## config.mk

```make
export PLATFORM = sky130hd
export DESIGN_NAME = mem_port_arbiter
export DESIGN_NICKNAME = d
export VERILOG_FILES = /design/src/rtl/mem_port_arbiter.sv
export SDC_FILE = /design/constraint.sdc
export NUM_CORES = 1
export LEC_CHECK = 0
export BUFFER_PORTS_ARGS = -buffer_cell sky130_fd_sc_hd__buf_4
export CAP_MARGIN = 20
export CORE_MARGIN = 2
export CORE_UTILIZATION = 40
export CTS_BUF_LIST = sky130_fd_sc_hd__clkbuf_8
export DETAILED_ROUTE_END_ITERATION = 8
export GPL_TIMING_DRIVEN = 0
export PLACE_DENSITY = 0.72
export SYNTH_ARGS = -nofsm -noshare
export SYNTH_HDL_FRONTEND = slang
export SYNTH_SLANG_ARGS = --single-unit
export TNS_END_PERCENT = 20
```

## constraint.sdc

```tcl
create_clock -name clk -period 4.65 [get_ports clk]
set_input_delay 1.1625 -clock clk [delete_from_list [all_inputs] [get_ports clk]]
set_output_delay 1.1625 -clock clk [all_outputs]
set_load 0.1 [all_outputs]
```

## src/rtl/mem_port_arbiter.sv

```systemverilog
`default_nettype none
// +----------------------------------------------------------------------------+
// | mem_port_arbiter: round-robin share of one fixed-latency memory port       |
// | Rev 1.0                                                                    |
// +----------------------------------------------------------------------------+
module mem_port_arbiter #(
    parameter int ADDR_WIDTH  = 32,
    parameter int DATA_WIDTH  = 32,
    parameter int MEM_LATENCY = 1
) (
    input  logic                  clk,
    input  logic                  resetn,
    input  logic                  req0,
    input  logic                  req1,
    input  logic                  we0,
    input  logic                  we1,
    input  logic [ADDR_WIDTH-1:0] addr0,
    input  logic [ADDR_WIDTH-1:0] addr1,
    input  logic [DATA_WIDTH-1:0] wdata0,
    input  logic [DATA_WIDTH-1:0] wdata1,
    output logic                  gnt0,
    output logic                  gnt1,
    output logic                  done0,
    output logic                  done1,
    output logic [DATA_WIDTH-1:0] rdata0,
    output logic [DATA_WIDTH-1:0] rdata1,
    output logic                  busy,
    output logic [ADDR_WIDTH-1:0] mem_address,
    output logic [DATA_WIDTH-1:0] mem_data_out,
    output logic                  mem_we,
    input  logic [DATA_WIDTH-1:0] mem_data_in
);

    localparam int              c_cnt_w    = $clog2(MEM_LATENCY + 1);
    localparam logic [c_cnt_w-1:0] c_cnt_load = c_cnt_w'(MEM_LATENCY);
    localparam logic [c_cnt_w-1:0] c_cnt_one  = c_cnt_w'(1);

    localparam logic [1:0] c_st_idle   = 2'd0;
    localparam logic [1:0] c_st_access = 2'd1;
    localparam logic [1:0] c_st_resp   = 2'd2;

    logic [1:0]            r_state;
    logic [1:0]            w_state_nxt;
    logic [c_cnt_w-1:0]    r_cnt;
    logic                  r_ptr;
    logic                  r_owner;
    logic                  r_we;
    logic                  r_gnt0, r_gnt1, r_done0, r_done1, r_busy, r_mem_we;
    logic [DATA_WIDTH-1:0] r_rdata0, r_rdata1;
    logic [ADDR_WIDTH-1:0] r_mem_address;
    logic [DATA_WIDTH-1:0] r_mem_data_out;

    logic w_any;
    logic w_pick;
    logic w_take;
    logic w_last;
    logic w_gnt0_nxt, w_gnt1_nxt, w_done0_nxt, w_done1_nxt, w_busy_nxt, w_we_nxt;

    // w_pick = 1 selects requester 1; the pointer only matters on a tie
    assign w_any  = req0 | req1;
    assign w_pick = (req0 && req1) ? r_ptr : req1;
    assign w_take = (r_state == c_st_idle) && w_any;
    assign w_last = (r_state == c_st_access) && (r_cnt == c_cnt_one);

    always_ff @(posedge clk or negedge resetn) begin
        if (!resetn) begin
            r_state <= c_st_idle;
        end else begin
            r_state <= w_state_nxt;
        end
    end

    always_comb begin
        w_state_nxt = r_state;
        case (r_state)
            c_st_idle:   if (w_any) w_state_nxt = c_st_access;
            c_st_access: if (w_last) w_state_nxt = c_st_resp;
            c_st_resp:   w_state_nxt = c_st_idle;
            default:     w_state_nxt = c_st_idle;
        endcase
    end

    always_comb begin
        w_gnt0_nxt  = w_take && !w_pick;
        w_gnt1_nxt  = w_take && w_pick;
        w_we_nxt    = w_take && (w_pick ? we1 : we0);
        w_done0_nxt = w_last && !r_owner;
        w_done1_nxt = w_last && r_owner;
        w_busy_nxt  = (w_state_nxt != c_st_idle);
    end

    always_ff @(posedge clk or negedge resetn) begin
        if (!resetn) begin
            r_cnt          <= '0;
            r_ptr          <= 1'b0;
            r_owner        <= 1'b0;
            r_we           <= 1'b0;
            r_gnt0         <= 1'b0;
            r_gnt1         <= 1'b0;
            r_done0        <= 1'b0;
            r_done1        <= 1'b0;
            r_busy         <= 1'b0;
            r_mem_we       <= 1'b0;
            r_rdata0       <= '0;
            r_rdata1       <= '0;
            r_mem_address  <= '0;
            r_mem_data_out <= '0;
        end else begin
            r_gnt0   <= w_gnt0_nxt;
            r_gnt1   <= w_gnt1_nxt;
            r_done0  <= w_done0_nxt;
            r_done1  <= w_done1_nxt;
            r_busy   <= w_busy_nxt;
            r_mem_we <= w_we_nxt;
            if (w_take) begin
                r_owner        <= w_pick;
                r_we           <= w_pick ? we1 : we0;
                r_mem_address  <= w_pick ? addr1 : addr0;
                r_mem_data_out <= w_pick ? wdata1 : wdata0;
                r_cnt          <= c_cnt_load;
                r_ptr          <= ~r_ptr;
            end else if (r_state == c_st_access) begin
                r_cnt <= r_cnt - c_cnt_one;
                // Read data is sampled only once the address has been held MEM_LATENCY cycles
                if (w_last && !r_we) begin
                    if (r_owner) r_rdata1 <= mem_data_in;
                    else         r_rdata0 <= mem_data_in;
                end
            end
        end
    end

    assign gnt0         = r_gnt0;
    assign gnt1         = r_gnt1;
    assign done0        = r_done0;
    assign done1        = r_done1;
    assign rdata0       = r_rdata0;
    assign rdata1       = r_rdata1;
    assign busy         = r_busy;
    assign mem_we       = r_mem_we;
    assign mem_address  = r_mem_address;
    assign mem_data_out = r_mem_data_out;

endmodule
`default_nettype wire

```

==> results.toml <==
[drt]
post-route-drc-count = 0
firstDrtPassIters = 4
via_per_inst = 5.28
dr.first_iter.drc_count = 229
wl_um = 17400
wire_per_inst_um = 19.2
vias = 4808
ant_nets = 0

[timing]
fmax_mhz = 430
fin_crit_ns = 2.32
clock_skew_ns = 0.0103
period_share_pct = 50.0
setup_viol = 0
rsz0062_at_grt = "false"
fin_ws_ns = 2.33
relSlewSlack_pct = 56.6
tns_ns = 0
slew_violations = 0
tightest_slew_ns = 0.651
hold_violations = 0

[critical_path]
r2r_cells = 5
r2r_end = "mem_address[15]$_DFFE_PN0P_"
slowest_delay_ns = 0.40
critPathSlowestCell = "dfrtp_1"
critical-path-top-delay-family = "flip-flops"
startpoint_type = "flop"
cp_max_fo = 2
crit_chain = "buf_4"
cp.required_ns = 3.49
path_buf_inv = 1
ff2ff_setup_slack_ns = 2.79
cp.arrival_ns = 1.16
critPathKind = "flop to output pin"
setup.worst_path.start = "mem_data_out[29]$_DFFE_PN0P_"
critPathCaptureType = "output pin"
timing.rr.start = "r_state[0]$_DFF_PN0_"

[synth]
avgSynthCellArea_um2 = 14.7
synth.area.top_cells = "dfrtp_1, a221o_1, o21a_1"
yosysTopAreaCell = "dfrtp_1"
ys_async_sr_fraction_pct = 100
yosysUniqueCellTypes = 24
synth_most_common_cell = "dfrtp_1"
synth_edf_count = 0
synth_top_area_share_pct = 60.3
yosys_warnings = 0
ys_ff_latch = 140
netlist_instances = 394
synthTopCellsByCount = "dfrtp_1, a221o_1, o21a_1"
syn_area_um2 = 5810
ys_seq_area_share_pct = 60.3
synthesis.nets = 560
synth-main-ff-cell = "dfrtp_1"

[global_route]
antenna_found_initial = 0
grt_pass1_vias = 5170
overflow = 0
grt_max_degree = 73
grt_pass1_wl_um = 28100
track_usage_pct = 23.1

[worst_hold_path]
min_from = "rdata0[5]$_DFFE_PN0P_"
hp-class = "flop to flop"
worstHoldPathCells = 1
min_to = "rdata0[5]$_DFFE_PN0P_"

[final_layout]
filler_cell_count = 1147
num-nets-final = 879
final_util_pct = 61.1
antenna_cells = 0
drive_gt1_share_pct = 57.0
syn2layout_area_growth_pct = 51.2
finalInstanceArea_um2 = 8780

[clock_network]
clkTransAtPathRegs_ns = 0.08
post_cts_buffers = 0
cts.sinks = 140
tritoncts = "done"
clockBufferDepth = 2
cts_htree_levels = 4
hold_buffers = 0
cts-root-buf = "clkbuf_8"
clock_latency_ns = 0.45
cts_buffers = 17
post_cts_resized = 0

[placement]
io_buffers = 299
dp_slack_ns = 1.89
placed_area_um2 = 8320
dpl.hpwl_um = 13100
gp_congestion = 0.856

[die]
io_pins = 300
die_w_um = 125
die_y_um = 125
die_area_um2 = 15500
core_area_um2 = 14400
rows = 44
floorplan.initialDensity_pct = 40.4

[flow_run]
cap_violations = 0

[outcome]
status = "finished, final reports clean"
[sequential cells by signal, indices dropped and copies added, names as in the netlist, 2 cells and up]
signal	cells
mem_data_out	32
r_state	2
mem_address	32
rdata0	32
rdata1	32
[cell usage in the layout, fill, tap and decap left out, drive strengths merged]
master and instances:
buf 322, dfrtp 140, o21a 65, a221o 65, mux2 64, clkbuf 35, bufinv 5, clkinv 5
nor2 4, and3 3, o21ai 3, inv 3, nand2 2, nand2b 2, nand3b 1, a22o 1
nor2b 1, or3b 1, nor3 1, or2 1, xnor2 1, a21o 1
[metal layers]
layer | up-vias | wire [um] | GRT usage [%]
li1 | 2154 | - | -
met2 | 250 | 8550 | 38.3
met3 | 25 | 1590 | 9.06
met4 | 0 | 308 | 7.20
met1 | 2379 | 6990 | 27.8
met5 | - | 0 | 0
[metrics by stage]
stage	hold slack, ns	instances
6_report	0.497	910
5_1_grt	0.529	910
4_1_cts	0.504	910
3_5_place_dp	0.487	878
3_3_place_gp	0.475	877
2_1_floorplan	0.460	394
[how the worst max path moves through the flow]
stage          cells past startpoint                           end
6_report                           1              mem_data_out[29]
4_1_cts                            1              mem_data_out[29]
3_5_place_dp                       6  mem_data_out[27]$_DFFE_PN0P_
2_1_floorplan                      6    mem_address[0]$_DFFE_PN0P_
5_1_grt                            6  mem_data_out[15]$_DFFE_PN0P_
3_3_place_gp                       1  mem_data_out[16]$_DFFE_PN0P_
[cells by family (layout without fill, tap and decap cells)]
kind of cell,Yosys count,count (layout),synth area share [%]
AO/OA/AOI/OAI,135,135,20.1
XOR/XNOR,1,1,0.151
buffers and inverters,38,370,3.27
flip-flops,140,140,60.3
multiplexers,64,64,14.3
AND/OR/NAND/NOR,16,16,1.81
[area by class of cell]
| class | count | area (um^2) | area share, % |
|---|---|---|---|
| clock buffers | 20 | 275 | 3.13 |
| plain buffers | 37 | 186 | 2.12 |
| multi-input cells | 216 | 2120 | 24.1 |
| well taps | 184 | 230 | 2.62 |
| inverters | 1 | 3.75 | 0.0427 |
| clock inverters | 12 | 191 | 2.18 |
| repair buffers | 300 | 2280 | 25.9 |
| flip-flops and latches | 140 | 3500 | 39.9 |
Power is left out: the tool's default activity adds up to more than one toggle a clock period on the data nets, which glitch-free logic cannot reach.
